--- config.mk ---
export PLATFORM = sky130hd
export DESIGN_NAME = tour_cmd_sequencer
export DESIGN_NICKNAME = d
export VERILOG_FILES = /design/src/rtl/tour_pkg.sv /design/src/rtl/cmd_fifo.sv /design/src/rtl/tour_cmd_sequencer.sv
export SDC_FILE = /design/constraint.sdc
export NUM_CORES = 1
export LEC_CHECK = 0
export ABC_AREA = 0
export ABC_CLOCK_PERIOD_IN_PS = 3800
export CAP_MARGIN = 20
export CORE_MARGIN = 8
export CORE_UTILIZATION = 60
export CTS_CLUSTER_DIAMETER = 60
export DETAILED_ROUTE_END_ITERATION = 12
export HOLD_SLACK_MARGIN = 0.03
export PLACE_DENSITY = 0.76
export SYNTH_ARGS = -nofsm -noshare
export SYNTH_HDL_FRONTEND = slang
export SYNTH_SLANG_ARGS = --single-unit
export TNS_END_PERCENT = 5
--- constraint.sdc ---
create_clock -name clk -period 3.8 [get_ports clk]
set_input_delay 0.76 -clock clk [delete_from_list [all_inputs] [get_ports clk]]
set_output_delay 0.76 -clock clk [all_outputs]
set_load 0.005 [all_outputs]
--- src/rtl/tour_pkg.sv ---
// Shared types and constants for the tour command sequencer and its bench.
package tour_pkg;

  localparam int unsigned CMD_W  = 16;
  localparam int unsigned RESP_W = 8;

  // Positive acknowledge byte returned by RemoteComm.
  localparam logic [RESP_W-1:0] ACK_BYTE = 8'hA5;

  // Command opcodes used by the tour scripts.
  localparam logic [CMD_W-1:0] CMD_CAL_GYRO = 16'h2000;
  localparam logic [CMD_W-1:0] CMD_MOVE_A   = 16'h4002;
  localparam logic [CMD_W-1:0] CMD_MOVE_B   = 16'h5BF1;

  typedef enum logic [2:0] {
    ST_IDLE      = 3'd0,
    ST_SEND      = 3'd1,
    ST_WAIT_SNT  = 3'd2,
    ST_WAIT_RESP = 3'd3,
    ST_DONE      = 3'd4,
    ST_ERR       = 3'd5
  } seq_state_t;

  typedef enum logic [1:0] {
    ERR_NONE  = 2'd0,
    ERR_NAK   = 2'd1,
    ERR_TMO   = 2'd2,
    ERR_EMPTY = 2'd3
  } err_code_t;

  // Increment that sticks at the all-ones value.
  function automatic logic [7:0] sat_inc8(input logic [7:0] v);
    return (v == 8'hFF) ? v : v + 8'd1;
  endfunction

endpackage

--- src/rtl/cmd_fifo.sv ---
// Command FIFO: power-of-2 depth, occupancy counter, flush beats push.
module cmd_fifo #(
  parameter int unsigned DEPTH = 16,
  parameter int unsigned WIDTH = 16
) (
  input  logic             clk,
  input  logic             rst,
  input  logic             flush,
  input  logic             push,
  input  logic [WIDTH-1:0] push_data,
  input  logic             pop,
  output logic [WIDTH-1:0] head_c,
  output logic             full,
  output logic             empty
);

  localparam int unsigned AW = $clog2(DEPTH);
  localparam int unsigned CW = AW + 1;

  logic [WIDTH-1:0] mem_q [DEPTH];
  logic [AW-1:0]    wr_ptr_q, wr_ptr_d;
  logic [AW-1:0]    rd_ptr_q, rd_ptr_d;
  logic [CW-1:0]    count_q, count_d;
  logic             full_q, empty_q;
  logic             push_ok, pop_ok;

  assign push_ok = push & ~full_q & ~flush;
  assign pop_ok  = pop & ~empty_q & ~flush;
  assign head_c  = mem_q[rd_ptr_q];
  assign full    = full_q;
  assign empty   = empty_q;

  // Next pointers and occupancy.
  always_comb begin
    wr_ptr_d = wr_ptr_q;
    rd_ptr_d = rd_ptr_q;
    count_d  = count_q;
    if (flush) begin
      wr_ptr_d = '0;
      rd_ptr_d = '0;
      count_d  = '0;
    end else begin
      if (push_ok) wr_ptr_d = wr_ptr_q + AW'(1);
      if (pop_ok)  rd_ptr_d = rd_ptr_q + AW'(1);
      if (push_ok && !pop_ok)      count_d = count_q + CW'(1);
      else if (!push_ok && pop_ok) count_d = count_q - CW'(1);
    end
  end

  // Pointer, counter and flag registers.
  always_ff @(posedge clk) begin
    if (rst) begin
      wr_ptr_q <= '0;
      rd_ptr_q <= '0;
      count_q  <= '0;
      full_q   <= 1'b0;
      empty_q  <= 1'b1;
    end else begin
      wr_ptr_q <= wr_ptr_d;
      rd_ptr_q <= rd_ptr_d;
      count_q  <= count_d;
      full_q   <= (count_d == CW'(DEPTH));
      empty_q  <= (count_d == '0);
    end
  end

  // Storage array; contents need no reset.
  always_ff @(posedge clk) begin
    if (push_ok) mem_q[wr_ptr_q] <= push_data;
  end

endmodule

--- src/rtl/tour_cmd_sequencer.sv ---
// Replays queued tour commands into RemoteComm, one at a time, gated on acks.
module tour_cmd_sequencer
  import tour_pkg::*;
#(
  parameter int unsigned DEPTH    = 16,
  parameter int unsigned TMO_CLKS = 50_000_000,
  parameter logic [7:0]  ACK      = ACK_BYTE
) (
  input  logic        clk,
  input  logic        rst,
  input  logic        push,
  input  logic [15:0] push_cmd,
  output logic        full,
  input  logic        start,
  input  logic        abort,
  output logic [15:0] cmd,
  output logic        snd_cmd,
  input  logic        cmd_snt,
  input  logic        resp_rdy,
  input  logic [7:0]  resp,
  output logic        busy,
  output logic        done,
  output logic        err,
  output logic [1:0]  err_code,
  output logic [7:0]  cmds_done
);

  localparam int unsigned TW = (TMO_CLKS > 2) ? $clog2(TMO_CLKS) : 1;

  seq_state_t      state_q, state_d;
  logic [15:0]     cmd_q, cmd_d;
  logic            snd_q, snd_d;
  logic            busy_q;
  logic            done_q, done_d;
  logic            err_q, err_d;
  err_code_t       err_code_q, err_code_d;
  logic [7:0]      cmds_done_q, cmds_done_d;
  logic [TW-1:0]   tmo_q, tmo_d;
  logic            pend_q, pend_d;
  logic [7:0]      pend_resp_q, pend_resp_d;

  logic            pop_c;
  logic [15:0]     fifo_head;
  logic            fifo_full, fifo_empty;
  logic            rsp_hit;
  logic [7:0]      rsp_byte;

  cmd_fifo #(.DEPTH(DEPTH), .WIDTH(CMD_W)) u_fifo (
    .clk       (clk),
    .rst       (rst),
    .flush     (abort),
    .push      (push),
    .push_data (push_cmd),
    .pop       (pop_c),
    .head_c    (fifo_head),
    .full      (fifo_full),
    .empty     (fifo_empty)
  );

  // A response captured while still in WAIT_SNT takes precedence over a live one.
  assign rsp_hit  = resp_rdy | pend_q;
  assign rsp_byte = pend_q ? pend_resp_q : resp;

  // Next-state and output decode.
  always_comb begin
    state_d     = state_q;
    cmd_d       = cmd_q;
    snd_d       = 1'b0;
    done_d      = 1'b0;
    err_d       = err_q;
    err_code_d  = err_code_q;
    cmds_done_d = cmds_done_q;
    tmo_d       = tmo_q;
    pend_d      = pend_q;
    pend_resp_d = pend_resp_q;
    pop_c       = 1'b0;

    if (abort) begin
      state_d    = ST_IDLE;
      err_d      = 1'b0;
      err_code_d = ERR_NONE;
      tmo_d      = '0;
      pend_d     = 1'b0;
    end else begin
      unique case (state_q)
        ST_IDLE: begin
          if (start) begin
            if (fifo_empty) begin
              state_d    = ST_ERR;
              err_d      = 1'b1;
              err_code_d = ERR_EMPTY;
            end else begin
              state_d     = ST_SEND;
              cmds_done_d = '0;
            end
          end
        end
        ST_SEND: begin
          pop_c   = 1'b1;
          cmd_d   = fifo_head;
          snd_d   = 1'b1;
          pend_d  = 1'b0;
          state_d = ST_WAIT_SNT;
        end
        ST_WAIT_SNT: begin
          if (resp_rdy) begin
            pend_d      = 1'b1;
            pend_resp_d = resp;
          end
          if (cmd_snt) begin
            state_d = ST_WAIT_RESP;
            tmo_d   = '0;
          end
        end
        ST_WAIT_RESP: begin
          pend_d = 1'b0;
          if (rsp_hit) begin
            if (rsp_byte == ACK) begin
              cmds_done_d = sat_inc8(cmds_done_q);
              state_d     = fifo_empty ? ST_DONE : ST_SEND;
            end else begin
              state_d    = ST_ERR;
              err_d      = 1'b1;
              err_code_d = ERR_NAK;
            end
          end else if (tmo_q == TW'(TMO_CLKS - 1)) begin
            state_d    = ST_ERR;
            err_d      = 1'b1;
            err_code_d = ERR_TMO;
          end else begin
            tmo_d = tmo_q + TW'(1);
          end
        end
        ST_DONE: begin
          state_d = ST_IDLE;
        end
        ST_ERR: begin
          state_d = ST_ERR;
        end
        default: begin
          state_d = ST_IDLE;
        end
      endcase
    end

    done_d = (state_d == ST_DONE);
  end

  // State and registered outputs.
  always_ff @(posedge clk) begin
    if (rst) begin
      state_q     <= ST_IDLE;
      cmd_q       <= '0;
      snd_q       <= 1'b0;
      busy_q      <= 1'b0;
      done_q      <= 1'b0;
      err_q       <= 1'b0;
      err_code_q  <= ERR_NONE;
      cmds_done_q <= '0;
      tmo_q       <= '0;
      pend_q      <= 1'b0;
      pend_resp_q <= '0;
    end else begin
      state_q     <= state_d;
      cmd_q       <= cmd_d;
      snd_q       <= snd_d;
      busy_q      <= (state_d != ST_IDLE);
      done_q      <= done_d;
      err_q       <= err_d;
      err_code_q  <= err_code_d;
      cmds_done_q <= cmds_done_d;
      tmo_q       <= tmo_d;
      pend_q      <= pend_d;
      pend_resp_q <= pend_resp_d;
    end
  end

  assign full      = fifo_full;
  assign cmd       = cmd_q;
  assign snd_cmd   = snd_q;
  assign busy      = busy_q;
  assign done      = done_q;
  assign err       = err_q;
  assign err_code  = err_code_q;
  assign cmds_done = cmds_done_q;

endmodule

=== After elaboration in Yosys (flattened, before gate mapping) ===
Memories as Yosys holds them, arrays and structs flattened. A register that Yosys moved wholly into a read port is not among the register bits.
Index checks and enable logic that the tools add are counted.

* $add $sub $neg: 6
* Equal/unequal tests: 21
* Mux-type cells: 41
* Bitwise logic cells: 8
* Reduce and logical (&&, ||, !) cells: 18

{| class="wikitable"
|+ Operator list
! kind !! number
|-
| 26-bit 2-to-1 mux || 3
|-
| 26-bit one-hot mux with 2 select lines || 1
|-
| 8-bit 2-to-1 mux || 6
|-
| 26-bit by 1-bit adder with 26-bit output (second input constant) || 1
|-
| 26-bit equality test (second input constant) || 1
|-
| 3-bit 2-to-1 mux || 8
|-
| 2-bit inequality test (second input constant) || 9
|-
| 8-bit equality test (second input constant) || 2
|-
| 8-bit one-hot mux with 2 select lines || 1
|-
| 5-bit 2-to-1 mux || 3
|-
| 3-bit one-hot mux with 5 select lines || 1
|-
| 1-bit 2-to-1 mux || 10
|-
| 2-bit 2-to-1 mux || 5
|-
| 4-bit by 1-bit adder with 4-bit output (second input constant) || 2
|-
| 8-bit by 1-bit adder with 8-bit output (second input constant) || 1
|-
| 7-bit AND reduction || 1
|-
| 3-bit by 2-bit equality test with 1-bit output (second input constant) || 2
|-
| 3-bit equality test (second input constant) || 2
|-
| 3-bit inequality test (second input constant) || 2
|-
| 2-bit nonzero test || 3
|-
| 5-bit by 1-bit adder with 5-bit output (second input constant) || 1
|-
| 5-bit equality test (second input constant) || 1
|-
| 5-bit logical NOT || 1
|-
| 5-bit AND reduction || 1
|-
| 16 further kinds || 26
|}

* Flip-flop bits (word level): 67
* Bits in writable memories: 256
* Output and inout bits: 31
* Memories: 1

{| class="wikitable"
|+ Memories
! memory !! depth !! width !! rd ports !! clocked after memory_dff !! write ports !! line !! source
|-
| u_fifo.mem_q || 16 || 16 || 1 || 1 || 1 || cmd_fifo.sv:20 || <nowiki>logic [WIDTH-1:0] mem_q [DEPTH];</nowiki>
|}

=== Longest topological paths before layout ===
* Depth after elaboration: 10
* Gate-level depth with buffers: 9
* Gate-level depth less buffers: 8

=== Modules after synthesis ===
From an unflattened synthesis, not the netlist that was laid out.

* Cell total of the unflattened synthesis: 852
* Area, all modules: 13899.6 sq um

{| class="wikitable"
|+ By module, submodules not included
! module !! instances !! cells an instance !! area each (sq um)
|-
| cmd_fifo || 1 || 473 || 10695.3
|-
| tour_cmd_sequencer || 1 || 379 || 3204.3
|}

=== Worst setup path after synthesis ===
No wires, ideal clock.

* Path kind: input-to-reg
* From: input port abort
* To: memory u_fifo.mem_q[3][0], enable pin
* Setup time: 0.409 ns
* Data arrival time: 2.736 ns
* Required time: 3.391 ns
* Setup slack: 0.655 ns
* Stages on the path: 4
* Buffers on the path: 1
* Cells stage by stage: clkbuf_1 nor3b_1 nand2_1 nor3_1

* Word-level cells in the longest chain between the ends: 4

{| class="wikitable"
|+ Ends and longest elaborated chain
! element !! line !! source
|-
| start: declaration || tour_cmd_sequencer.sv:15 || <nowiki>input logic abort,</nowiki>
|-
| 1-bit NOT (no line) || -- ||
|-
| 1-bit AND || cmd_fifo.sv:27 || <nowiki>assign push_ok = push & ~full_q & ~flush;</nowiki>
|-
| 1-bit 2-to-1 mux || cmd_fifo.sv:69 || <nowiki>if (push_ok) mem_q[wr_ptr_q] <= push_data;</nowiki>
|-
| 1-bit 2-to-1 mux (implied by the code) || cmd_fifo.sv:69 ||
|-
| end: declaration || cmd_fifo.sv:20 ||
|}

No other way between the ends.

=== Worst setup path after layout ===
* From: input port abort
* To: register cmd_q[6] (netlist: cmd[6]), read port of u_fifo.mem_q

* Word-level cells in the longest chain between the ends: 2

{| class="wikitable"
|+ Ends and longest elaborated chain
! element !! line !! source
|-
| 1-bit NOT (no line) || -- ||
|-
| 2-bit AND reduction (no line) || -- ||
|-
| end: declaration || tour_cmd_sequencer.sv:31 || <nowiki>logic [15:0] cmd_q, cmd_d;</nowiki>
|}

No other way between the ends.
A chain may end at the register's enable or synchronous reset.

==> summary.md <==
| Metric | Value |
|---|---|
| Fill count | ~1400 |
| Synth Warn # | 0 |
| Critical path type | in2reg |
| Worst r2r src | tmo_q[10]$_SDFFE_PP0P_ |
| Post-CTS sizing | 0 |
| Die Height | 165.7 µm |
| Initial antenna violation count | 0 |
| CTS buffer count | 34 |
| Fin. Hold Viols | 0 |
| Synth Instances | between 800 and 900 |
| Max Cap Viol | 0 |
| Crit. Startpoint | abort |
| Final wirelength | 28580 µm |
| Setup violators final | 0 |
| Least-Margin Pin Slew | 718.1 ps |
| Residual DRC | 0 |
| Peak supply drop | roughly 0.28 mV |
| Min-delay src | err$_SDFFE_PP0P_ |
| Critical path data arrival time | 3240 ps |
| Syn avg cell area | 15.77 µm² |
| Clock Path Buffers | 3 |
| Worst hold slack | 479.7 ps |
| Placer Congestion | 0.8580 |
| Clock Latency Late Sink | around 520 ps |
| CP Capture Type | register |
| Overflow after GRT | 0 |
| Number of global-route vias before repair | 8004 |
| Slew HR | 0.5176 |
| Worst Path Max Fanout | 16 |
| Outcome | completed |
| Initial core utilization | 0.6144 |
| Root Driver | clkbuf_16 |
| Worst clock skew | roughly 21 ps |
| Most common cell after layout, fill and taps aside | edfxtp_1 |
| Synth-to-Final Area Change | 16.51% |
| Commonest non-fill, non-tap cells in the layout | 256 x edfxtp_1, 80 x dfxtp_1, 74 x nor2_1 |
| Vias/cell | 6.109 |
| Die area | ~27000 µm² |
| EDFF count, synth | between 200 and 300 |
| Port-buffer cells | 61 |
| Static Leak | 0.005038 µW |
| TNS Setup | 0 ps |
| Final antenna-violating net count | 0 |
| F_max | roughly 0.35 GHz |
| Layout cells sized above 1 | 0.1718 |
| Post-CTS Setup Inserts | 0 |
| Largest net degree at the start of global routing | 37 |
| Site row count | 54 |
| First-pass GRT wire length | 44770 µm |
| Fin crit period | 2821 ps |
| Crit path required time | 4220 ps |
| Seq cells post-synth | approximately 340 |
| RSZ-0062 raised after global routing | no |
| Synth Flop Type | edfxtp_1 |
| Tot Pwr | 7432 µW |
| I/O pins | 62 |
| DR iter-0 viols | 485 |
| Slew Limit Fails | 0 |
| Core Region | between 20000 and 25000 µm² |
| N_diodes | 0 |
| Startpoint types | input port |
| Register area share after synthesis | 0.6951 |
| Clock sinks | 339 |
| H-tree levels | 2 |
| GRT Util Overall | 0.2064 |
| Drt wl/cell | around 23 µm |
| Share of synthesized registers carrying an async set or reset | 0 |
| Hold crit path type | reg2reg |
| DR vias | 7648 |
| Final worst slack | between 900 and 1000 ps |
| DP HPWL | ~18000 µm |
| Storage cell area | 9355 µm² |
| Chip Width | 165.7 µm |
| Net count after synthesis | 893 |
| Cell variety after synth | 49 |
| Hold_buf cts | 0 |
| CTS tree | yes |
| Register clock-pin slew on the reported worst setup and hold paths | approximately 60 ps |
| DRT Pass-1 Iters | 6 |
| Cell area after synthesis | about 13000 µm² |
| Dpl ws | 517.9 ps |
| Final worst path period share | 0.7422 |
| Nets | 986 |
| Power Density | 474.2 nW/µm² |
| Footprint of the multi-input gates | 3924 µm² |
report_power, final:
part | switching, µW | internal (µW)
Sequential | 14.6 | 4000
Combinational | 105 | 74.5
Clock | 1350 | 1890
metrics by stage:
step                cell area, µm²  cells  utilization
global placement             14570   1190       0.6657
floorplan                    13450    853            -
finish                       15670   1252       0.7159
CTS                          15670   1252       0.7159
global route                 15670   1252       0.7159
detailed placement           14570   1190       0.6657
worst paths after layout:
check	endpoint	slack [ps]	depth (start not counted)
worst max-delay path	cmd[6]$_SDFFE_PP0P_	980	7
worst min-delay path	err$_SDFFE_PP0P_	480	1
worst max register to register	tmo_q[3]$_SDFFE_PP0P_	1100	6
worst min register to register	err$_SDFFE_PP0P_	480	1
kinds of logic (layout without fill, tap and decap cells):
family / Yosys count / in the layout / synth area share
buffers and inverters: 50 / 169 / 0.01470
multiplexers: 107 / 107 / 0.1393
AND/OR/NAND/NOR: 227 / 227 / 0.08512
XOR/XNOR: 26 / 26 / 0.01693
AO/OA/AOI/OAI: 95 / 95 / 0.04046
adder cells (fa/ha/maj): 9 / 9 / 0.008372
flip-flops: 339 / 339 / 0.6951
synth_stat cells, types with 15 or more instances:
cell        n  share of area
a21oi_1    42          0.016
nor2_1     74          0.021
nand2_1    42          0.012
mux4_2     64           0.11
edfxtp_1  256           0.57
dfxtp_1    83           0.12
o21ai_0    29          0.011
clkbuf_1   25         0.0070
xor2_1     15         0.0098
mux2i_1    41          0.031
nand4_1    18         0.0084
layer usage:
| layer | global-route usage | share of wire | vias to the layer above |
|---|---|---|---|
| met5 | 0 | 0 | - |
| met3 | 0.04283 | 0.070 | 49 |
| li1 | - | - | 3483 |
| met4 | 0.06897 | 0.027 | 0 |
| met2 | 0.3541 | 0.51 | 274 |
| met1 | 0.2572 | 0.40 | 3842 |
area by class of cell:
type / instances / share of cell area
clock buffers: 50 / 0.06331
repair buffers: 97 / 0.05780
well taps: 280 / 0.02236
clock inverters: 12 / 0.006786
flip-flops and latches: 339 / 0.5970
multi-input cells: 464 / 0.2504
inverters: 10 / 0.002395
flip-flops by register name (all words and copies together), names as in the netlist, 2 cells and up:
signal,flops
err_code,2
tmo_q,26
u_fifo.count_q,5
pend_resp_q,8
u_fifo.rd_ptr_q,4
u_fifo.wr_ptr_q,4
state_q,3
u_fifo.mem_q,256
cmds_done,8
cmd,16
critical path, cell delays in order:
cell	delay [ps]
clkdlybuf4s50_1	600
or4b_2	830
nor2_1	160
nand2_1	450
nor2_1	270
a21oi_1	60
o21ai_0	110
No activity file was read; power rests on OpenSTA's default activity.
